$ cat src/rtl/sms32_38_inv_seq.sv
// sms32_38_inv_seq: multi-cycle inverse of the 6-bit SMS32_38 power S-box.
//   y = x^5 in GF(2^6) (field polynomial t^6+t^5+t^3+t^2+1). Because
//   38*5 = 1 mod 63, y is the preimage of x under the forward x^38 S-box.
//   Arithmetic runs in the tower field GF((2^3)^2):
//     GF(2^3) = GF(2)[z]/(z^3+z+1),  GF(2^6) = GF(2^3)[Y]/(Y^2+Y+L), L = z+1.
//   The isomorphism maps the polynomial-basis root t to the tower element Y.
//   One shared tower multiplier is reused over SQ1 (w^2), SQ2 (w^4), MUL (w^5).
//
// Ports:
//   clk        rising-edge clock
//   rst_n      synchronous active-low reset
//   in_valid   x presented          in_ready   block can accept x (IDLE)
//   x          S-box input, polynomial basis
//   out_valid  y valid              out_ready  consumer accepts y
//   y          x^5, polynomial basis
//   busy       high in SQ1, SQ2, MUL
//   chk_err    (SMS32_INV_ERRCHK_EN only) sticky: forward S-box of y != x
//
// Optional feature macro: SMS32_INV_ERRCHK_EN
module sms32_38_inv_seq #(
    parameter int DATA_W = 6
) (
    input  logic              clk,
    input  logic              rst_n,
    input  logic              in_valid,
    output logic              in_ready,
    input  logic [DATA_W-1:0] x,
    output logic              out_valid,
    input  logic              out_ready,
    output logic [DATA_W-1:0] y,
    output logic              busy
`ifdef SMS32_INV_ERRCHK_EN
    ,
    output logic              chk_err
`endif
);

    generate
        if (DATA_W != 6) begin : g_bad_width
            $error("sms32_38_inv_seq: DATA_W must be 6");
        end
    endgenerate

    // ---------------- GF(2^3) primitives ----------------
    function automatic logic [2:0] gf8_add(input logic [2:0] a, input logic [2:0] b);
        return a ^ b;
    endfunction

    function automatic logic [2:0] gf8_mul(input logic [2:0] a, input logic [2:0] b);
        logic [4:0] p;
        p[0] = a[0] & b[0];
        p[1] = (a[0] & b[1]) ^ (a[1] & b[0]);
        p[2] = (a[0] & b[2]) ^ (a[1] & b[1]) ^ (a[2] & b[0]);
        p[3] = (a[1] & b[2]) ^ (a[2] & b[1]);
        p[4] = a[2] & b[2];
        // z^3 = z+1, z^4 = z^2+z
        return {p[2] ^ p[4], p[1] ^ p[3] ^ p[4], p[0] ^ p[3]};
    endfunction

    // multiply by the tower constant L = z+1
    function automatic logic [2:0] gf8_mul_l(input logic [2:0] a);
        return {a[2] ^ a[1], a[2] ^ a[1] ^ a[0], a[2] ^ a[0]};
    endfunction

    // ---------------- GF((2^3)^2) multiplier ----------------
    // Element = hi*Y + lo. Karatsuba form: three GF(2^3) products.
    function automatic logic [5:0] gf64_mul(input logic [5:0] a, input logic [5:0] b);
        logic [2:0] hh, ll, mm;
        hh = gf8_mul(a[5:3], b[5:3]);
        ll = gf8_mul(a[2:0], b[2:0]);
        mm = gf8_mul(gf8_add(a[5:3], a[2:0]), gf8_add(b[5:3], b[2:0]));
        return {gf8_add(mm, ll), gf8_add(gf8_mul_l(hh), ll)};
    endfunction

    // polynomial basis -> tower basis (column i holds Y^i)
    function automatic logic [5:0] iso(input logic [5:0] a);
        logic [5:0] r;
        r[0] = a[0] ^ a[2] ^ a[3] ^ a[5];
        r[1] = a[2] ^ a[3] ^ a[4] ^ a[5];
        r[2] = a[4];
        r[3] = a[1] ^ a[2] ^ a[4] ^ a[5];
        r[4] = a[3] ^ a[5];
        r[5] = a[5];
        return r;
    endfunction

    // tower basis -> polynomial basis
    function automatic logic [5:0] inv_iso(input logic [5:0] t);
        logic [5:0] r;
        r[0] = t[0] ^ t[1] ^ t[2];
        r[1] = t[1] ^ t[3] ^ t[4] ^ t[5];
        r[2] = t[1] ^ t[2] ^ t[4];
        r[3] = t[4] ^ t[5];
        r[4] = t[2];
        r[5] = t[5];
        return r;
    endfunction

    // ---------------- control ----------------
    typedef enum logic [2:0] {
        IDLE = 3'd0,
        SQ1  = 3'd1,
        SQ2  = 3'd2,
        MUL  = 3'd3,
        DONE = 3'd4
    } state_e;

    state_e      state_q, state_d;
    logic [5:0]  w_q, w_d;
    logic [5:0]  t_q, t_d;
    logic [5:0]  y_q, y_d;
    logic        ov_q, ov_d;
    logic [5:0]  op_a, op_b, prod;

    // shared multiplier operand select
    always_comb begin
        op_a = w_q;
        op_b = w_q;
        case (state_q)
            SQ2: begin op_a = t_q; op_b = t_q; end
            MUL: begin op_a = t_q; op_b = w_q; end
            default: ;
        endcase
        prod = gf64_mul(op_a, op_b);
    end

    always_comb begin
        state_d = state_q;
        w_d     = w_q;
        t_d     = t_q;
        y_d     = y_q;
        ov_d    = ov_q;
        case (state_q)
            IDLE: if (in_valid) begin
                w_d     = iso(x);
                state_d = SQ1;
            end
            SQ1: begin
                t_d     = prod;
                state_d = SQ2;
            end
            SQ2: begin
                t_d     = prod;
                state_d = MUL;
            end
            MUL: begin
                y_d     = inv_iso(prod);
                ov_d    = 1'b1;
                state_d = DONE;
            end
            DONE: if (out_ready) begin
                ov_d    = 1'b0;
                state_d = IDLE;
            end
            default: state_d = IDLE;
        endcase
    end

    always_ff @(posedge clk) begin
        if (!rst_n) begin
            state_q <= IDLE;
            w_q     <= '0;
            t_q     <= '0;
            y_q     <= '0;
            ov_q    <= 1'b0;
        end else begin
            state_q <= state_d;
            w_q     <= w_d;
            t_q     <= t_d;
            y_q     <= y_d;
            ov_q    <= ov_d;
        end
    end

    assign in_ready  = (state_q == IDLE);
    assign busy      = (state_q == SQ1) || (state_q == SQ2) || (state_q == MUL);
    assign out_valid = ov_q;
    assign y         = y_q;

`ifdef SMS32_INV_ERRCHK_EN
    // The original operand is only needed to check the result, so it is
    // captured only when the checker exists.
    function automatic logic [5:0] gf64_pow38(input logic [5:0] a);
        logic [5:0] s2, s4, s8, s16, s32;
        s2  = gf64_mul(a, a);
        s4  = gf64_mul(s2, s2);
        s8  = gf64_mul(s4, s4);
        s16 = gf64_mul(s8, s8);
        s32 = gf64_mul(s16, s16);
        return gf64_mul(gf64_mul(s32, s4), s2);
    endfunction

    logic [5:0] x_q;
    logic [5:0] fwd;
    logic       chk_err_q;

    always_comb fwd = inv_iso(gf64_pow38(iso(y_q)));

    always_ff @(posedge clk) begin
        if (!rst_n) begin
            x_q       <= '0;
            chk_err_q <= 1'b0;
        end else begin
            if (state_q == IDLE && in_valid)
                x_q <= x;
            if (state_q == DONE && fwd != x_q)
                chk_err_q <= 1'b1;
        end
    end

    assign chk_err = chk_err_q;
`endif

endmodule

$ cat config.mk
export PLATFORM = sky130hd
export DESIGN_NAME = sms32_38_inv_seq
export DESIGN_NICKNAME = d
export VERILOG_FILES = /design/src/rtl/sms32_38_inv_seq.sv
export SDC_FILE = /design/constraint.sdc
export NUM_CORES = 1
export LEC_CHECK = 0
export CAP_MARGIN = 20
export CORE_MARGIN = 2
export CORE_UTILIZATION = 50
export DETAILED_ROUTE_END_ITERATION = 8
export PLACE_DENSITY = 0.79
export SLEW_MARGIN = 40
export SYNTH_ARGS = -nofsm -noshare
export SYNTH_HDL_FRONTEND = slang
export SYNTH_SLANG_ARGS = --single-unit
$ cat constraint.sdc
create_clock -name clk -period 6.66 [get_ports clk]
set_input_delay 1.332 -clock clk [delete_from_list [all_inputs] [get_ports clk]]
set_output_delay 1.332 -clock clk [all_outputs]
set_load 0.1 [all_outputs]
==> impl_metrics.csv, run 1 <==
group,metric,value,unit
min_path,min_path_type,"reg -> reg",
floorplanning,pin_count,19,
critical_path,path_cells,"nand2b_1, mux2i_1, nor3_1, or3b_4, a311oi_4, xnor2_1, xnor2_1, o21ba_1",
finish,layout-drive-gt1-share,0.0772,
critical_path,path_class,"reg -> reg",
floorplanning,row_count,22,
logic_synthesis,ys_ff_latch,22,
placed_design,place.gp.congestion,0.913,
job,cap_violations,0,
critical_path,r2r-start,"state_q[2]",
logic_synthesis,async_flop_share,0,
sta,tns,0,ns
sta,relSlewSlack,0.513,
critical_path,cp_top_family,"simple AND/OR/NAND/NOR gates",
grt,grt_pass1_vias,1437,
finish,multi_input_area,0.00137,mm²
floorplanning,die_x,65.7,µm
detailed_routing,routed_wl,3940,µm
critical_path,cp_num_cells,8,
critical_path,critPathMaxFanout,18,
critical_path,worstSetupEndpointType,"flip-flop",
sta,rsz0062_at_grt,"no",
floorplanning,die_area,0.00432,mm²
power,peakVddDrop,0.192,mV
clock_tree,cts_made_buffers,3,
floorplanning,dieHeight,65.7,µm
placed_design,dp.cells,291,
critical_path,max_stage_delay,0.65,ns
clock_tree,clock_path_buffers,2,
critical_path,crit_path_end,"y[1]",
critical_path,r2r_slack,3.28,ns
logic_synthesis,synthTopCellsByCount,"nand2_1, xnor2_1, dfxtp_1",
finish,num_antenna_cells,0,
logic_synthesis,netlist_area,0.00190,mm²
critical_path,arrival,3.54,ns
finish,finalNetCount,258,
sta,final-hold-violation-count,0,
clock_tree,ctsHoldBuffers,0,
clock_tree,postCtsSetupRepairBufs,0,
logic_synthesis,syn_nets,252,
power,sequentialPowerShare,0.285,
finish,regArea,440,µm²
clock_tree,cts_tree,"yes",
sta,maxClockFrequency,295,MHz
power,switching_share,0.452,
sta,worst_clock_skew,0.00399,ns
clock_tree,htree_levels,1,
power,clockPowerShare,0.129,
critical_path,worst-path-buf-inv,0,
clock_tree,cts_resized,0,
logic_synthesis,ys_types,40,
power,switchingPower,287,µW
clock_tree,cts-root-buf,"clkbuf_8",
power,p_per_area,309,mW/mm²
critical_path,critPathMostFrequentCell,"xnor2_1",
critical_path,cp_data_required_time,6.82,ns
logic_synthesis,synth-main-ff-cell,"dfxtp_1",
detailed_routing,drtIter0Drc,71,
clock_tree,clock_sinks,22,
sta,final.period_utilization,0.508,
grt,grt_pass1_wl,6840,µm
sta,report.final.slew_viol_count,0,
logic_synthesis,syn_inst,242,
placed_design,portBuffers,18,
finish,area_growth,8.15,%
detailed_routing,drt-pass1-iter-count,4,
detailed_routing,ant_nets,0,
detailed_routing,vias,1603,
grt,grt_max_degree,23,
outcome,status,"finished clean",
logic_synthesis,yosys_warnings,0,
sta,finalSetupViolations,0,
clock_tree,cts.reportedPaths.clkPinSlew,0.08,ns
logic_synthesis,synth.area.top_cells,"dfxtp_1, xnor2_1, nand2_1, mux2i_1, o21ai_0",
critical_path,r2r_end,"y[1]",
sta,worst_pin_slew,0.731,ns
logic_synthesis,synth_edf_count,0,
power,intPower,349,µW
detailed_routing,drc,0,
logic_synthesis,yosysTopAreaCell,"dfxtp_1",
critical_path,worstSetupStartpoint,"state_q[2]",
floorplanning,core_area,0.00366,mm²
clock_tree,worstSkewPairLatency,0.26,ns
floorplanning,start_util,0.520,
logic_synthesis,yosys.area.top_type_share,0.231,
logic_synthesis,yosysMostFrequentCell,"nand2_1",
grt,track_usage,0.200,
logic_synthesis,syn_area_per_cell,7.86,µm²
grt,grt_antenna_before_repair,0,
power,power_frac_comb,0.586,
grt,grt_overflow,0,
detailed_routing,via_per_inst,5.45,
finish,fin_cells,294,
critical_path,cp_slowest_cell,"nand2b_1",
placed_design,hpwl,2870,µm
sta,period_needed,3.38,ns
power,p_leak,0.778,nW
logic_synthesis,seq_area_frac_synth,0.231,
finish,num-fill-cells,348,
critical_path,rr_worst_depth,8,
detailed_routing,routedWlPerCell,13.4,µm
critical_path,worstSetupStartpointType,"flip-flop",
-- how the worst min path moves through the flow --
stage                      endpoint  depth (start not counted)      start  slack, ns
after global routing           y[4]                          2       y[4]       0.51
after detailed placement  out_valid                          2  out_valid       0.46
after CTS                 out_valid                          2  out_valid       0.48
after global placement         y[5]                          2       y[5]       0.46
final                     out_valid                          2  out_valid       0.47
after floorplan              t_q[5]                          2     t_q[5]       0.51
-- tightest hold or removal path: stages (launching register included) --
cell and delay [ns]:
dfxtp_1 0.32, nand2_1 0.05, a21oi_1 0.06
-- sequential cells by signal, summed over array words and instances (netlist names) --
name	cells
w_q	6
out_valid	1
y	6
state_q	3
t_q	6
-- metal layers --
layer,part of all wire,vias to the layer above,global-route usage
met5,0,-,0
met4,0.0091,0,0.0469
met3,0.048,4,0.0274
met2,0.46,46,0.322
met1,0.48,719,0.281
li1,-,834,-
-- through the flow --
stage | power, mW | hold WS (ns) | instance area (µm²) | util | worst slack (ns)
after detailed placement | 0.551 | 0.464 | 2010 | 0.549 | 3.41
after global routing | 0.685 | 0.508 | 2060 | 0.562 | 3.04
final | 0.636 | 0.472 | 2060 | 0.562 | 3.28
after floorplan | 0.497 | 0.514 | 1900 | - | 2.69
after CTS | 0.636 | 0.476 | 2050 | 0.560 | 3.38
after global placement | 0.551 | 0.460 | 2060 | 0.562 | 3.44
-- logic make-up (layout without fill, tap and decap cells) --
family                    count (synthesis)  after routing  synth area share
and+or+nand+nor                          82             82             0.210
AOI/OAI and AO/OA                        59             59             0.203
xor gates and xnor gates                 46             46             0.230
muxes                                    12             12            0.0723
DFF                                      22             22             0.231
buffers and inverters                    21             25            0.0539
-- power groups by stage --
stage | clock [mW] | sequential [mW] | combinational, mW
after global routing | 0.0881 | 0.184 | 0.413
after CTS | 0.0848 | 0.180 | 0.372
after detailed placement | 0 | 0.183 | 0.368
after global placement | 0 | 0.183 | 0.368
after floorplan | 0 | 0.178 | 0.319
final | 0.0818 | 0.181 | 0.373
-- layout make-up --
cell class / instances / share of cell area
Inverter: 4 / 0.00729
Sequential cell: 22 / 0.214
Multi-Input combinational cell: 199 / 0.664
Tap cell: 48 / 0.0292
Clock buffer: 3 / 0.0201
Timing Repair Buffer: 18 / 0.0657
-- cells in the final DEF (no fill, tap or decap), drive strengths merged --
cell type / instances
nand2b: 3
o21ai: 18
a21boi: 7
a22oi: 1
buf: 9
o31ai: 1
a311oi: 1
nand2: 37
nor3b: 3
or3b: 2
o21ba: 1
nor4: 1
dfxtp: 22
nor2: 13
a32oi: 1
xor2: 10
xnor3: 2
o22ai: 5
a21oi: 17
o211a: 5
nand3b: 3
and2: 3
a21o: 1
clkdlybuf4s50: 9
inv: 4
nand3: 4
o2111ai: 1
mux2: 1
nor2b: 4
nor3: 5
clkbuf: 3
mux2i: 11
xnor2: 34
and3b: 1
or3: 3
Power figures use the tool's default switching activity.
==> run 2: changes to the inputs <==
- PLACE_DENSITY: 0.79 -> 0.82
- clock period: 6.66 -> 2.9 ns (I/O delays scaled with it)
==> run 2 against run 1 <==
Fmax grew 21%. Register-to-register slack lost 3.2 ns. Worst setup slack worse by 3.2 ns. Critical path depth increased by 1. Hold slack gained 0.00057 ns. Sequential share of layout area decreased by 1.6 points. Wire length up 18%. Total power grew to 2.6 times the previous value. First-iteration DRC count up 39%. Clock skew hardly changed. Largest cell class unchanged. Highest routed layer unchanged.
==> impl_metrics.csv, run 2 (synthesis gave the netlist of run 1 again) <==
group,metric,value,unit
outcome,status,"finished clean",
critical_path,worstSetupEndpointType,"flip-flop",
clock_tree,postCtsSetupRepairBufs,0,
min_path,hold_path_depth,2,
finish,finalNetCount,271,
placed_design,hpwl,3310,µm
power,power.total,1.65,mW
power,power_frac_comb,0.575,
critical_path,arrival,2.97,ns
sta,period_needed,2.79,ns
finish,final_cell_mix,"nand2_1, xnor2_1, dfxtp_1, buf_4, o21ai_0",
critical_path,rr_worst_depth,9,
clock_tree,ctsHoldBuffers,0,
grt,grt_pass1_wl,7830,µm
sta,tns,0,ns
placed_design,post-place-ws,0.214,ns
finish,final_common_cell,"nand2_1",
grt,grt_pass1_vias,1681,
min_path,min_to,"y[5]",
min_path,hp-start,"y[5]",
grt,track_usage,0.232,
sta,final.period_utilization,0.963,
sta,final-hold-violation-count,0,
critical_path,worstSetupStartpointType,"flip-flop",
critical_path,path_class,"reg -> reg",
power,peakVddDrop,0.509,mV
sta,worst_pin_slew,0.675,ns
floorplanning,die_area,0.00432,mm²
critical_path,r2r_end,"y[1]",
finish,layout-drive-gt1-share,0.142,
critical_path,path_cells,"buf_4, and3b_1, nand2_1, xor2_1, xnor3_1, xor2_1, xnor2_1, xnor2_1, o21ba_1",
critical_path,critPathMaxFanout,8,
sta,maxClockFrequency,358,MHz
detailed_routing,ant_nets,0,
sta,finalSetupViolations,0,
detailed_routing,routedWlPerCell,15.1,µm
clock_tree,cts_resized,0,
detailed_routing,drtIter0Drc,99,
power,sequentialPowerShare,0.248,
sta,relSlewSlack,0.548,
finish,num_antenna_cells,0,
critical_path,r2r_slack,0.11,ns
power,p_leak,0.860,nW
placed_design,placed_area,0.00214,mm²
sta,report.final.slew_viol_count,0,
floorplanning,start_util,0.520,
sta,worst_clock_skew,0.00407,ns
critical_path,cp_top_family,"XOR/XNOR gates",
floorplanning,dieHeight,65.7,µm
power,p_per_area,742,mW/mm²
sta,hold_slack,0.473,ns
floorplanning,core_area,0.00366,mm²
placed_design,place.gp.congestion,0.895,
clock_tree,cts-root-buf,"clkbuf_8",
detailed_routing,drc,0,
clock_tree,clock_sinks,22,
clock_tree,cts_tree,"yes",
grt,grt_max_degree,23,
critical_path,cp_data_required_time,3.07,ns
critical_path,r2r-start,"state_q[0]",
sta,rsz0062_at_grt,"no",
power,intPower,941,µW
power,switchingPower,708,µW
placed_design,portBuffers,18,
clock_tree,worstSkewPairLatency,0.27,ns
grt,grt_overflow,0,
detailed_routing,drt-pass1-iter-count,4,
clock_tree,htree_levels,1,
job,cap_violations,0,
clock_tree,clock_path_buffers,2,
finish,area_growth,16.7,%
power,clockPowerShare,0.177,
sta,setup_ws,0.106,ns
floorplanning,row_count,22,
clock_tree,cts_made_buffers,3,
clock_tree,cts.reportedPaths.clkPinSlew,0.08,ns
detailed_routing,routed_wl,4640,µm
critical_path,worst-path-buf-inv,1,
floorplanning,die_x,65.7,µm
finish,stdcell_area,0.00222,mm²
power,switching_share,0.429,
grt,grt_antenna_before_repair,0,
detailed_routing,vias,1773,
floorplanning,pin_count,19,
detailed_routing,via_per_inst,5.76,
min_path,min_path_type,"reg -> reg",
critical_path,cp_slowest_cell,"dfxtp_1",
critical_path,max_stage_delay,0.45,ns
run 2: layout make-up:
class / count / area (µm²)
fillers: 290 / 1440
repair buffers: 31 / 255
clock inverters: 1 / 30.0
clock buffers: 3 / 41.3
inverters: 4 / 15.0
well taps: 48 / 60.1
multi-input cells: 199 / 1380
flip-flops and latches: 22 / 440
run 2: how the worst max path moves through the flow:
| stage | start | end | cells past startpoint |
|---|---|---|---|
| CTS | state_q[0] | y[1] | 9 |
| detailed placement | state_q[0] | y[1] | 9 |
| finish | state_q[0] | y[1] | 9 |
| global placement | state_q[0] | y[1] | 9 |
| global route | state_q[0] | y[1] | 9 |
| floorplan | state_q[2] | w_q[5] | 7 |
run 2: per-stage QoR:
step	instances	utilization
after floorplan	242	-
after global placement	304	0.583
after detailed placement	304	0.583
after CTS	308	0.603
after global routing	308	0.607
final	308	0.607
run 2: worst min-delay path, delay by kind of cell, from the launching register on:
family	cells	cell delay, ns
AOI/OAI and AO/OA	1	0.06
DFF	1	0.32
and+or+nand+nor	1	0.05
run 2: power by group through the flow:
stage / clock network [mW] / logic (mW) / registers, mW
after floorplan: 0 / 0.734 / 0.410
after global placement: 0 / 0.908 / 0.409
after detailed placement: 0 / 0.920 / 0.409
after CTS: 0.292 / 0.937 / 0.402
after global routing: 0.301 / 1.03 / 0.412
final: 0.292 / 0.949 / 0.408
run 2: routing by layer:
metal | share of wire | global-route usage | wire length, µm | up-vias
li1 | - | - | - | 862
met1 | 0.43 | 0.313 | 1980 | 833
met2 | 0.48 | 0.381 | 2250 | 67
met3 | 0.068 | 0.0308 | 314 | 11
met4 | 0.022 | 0.0755 | 101 | 0
met5 | 0 | 0 | 0 | -
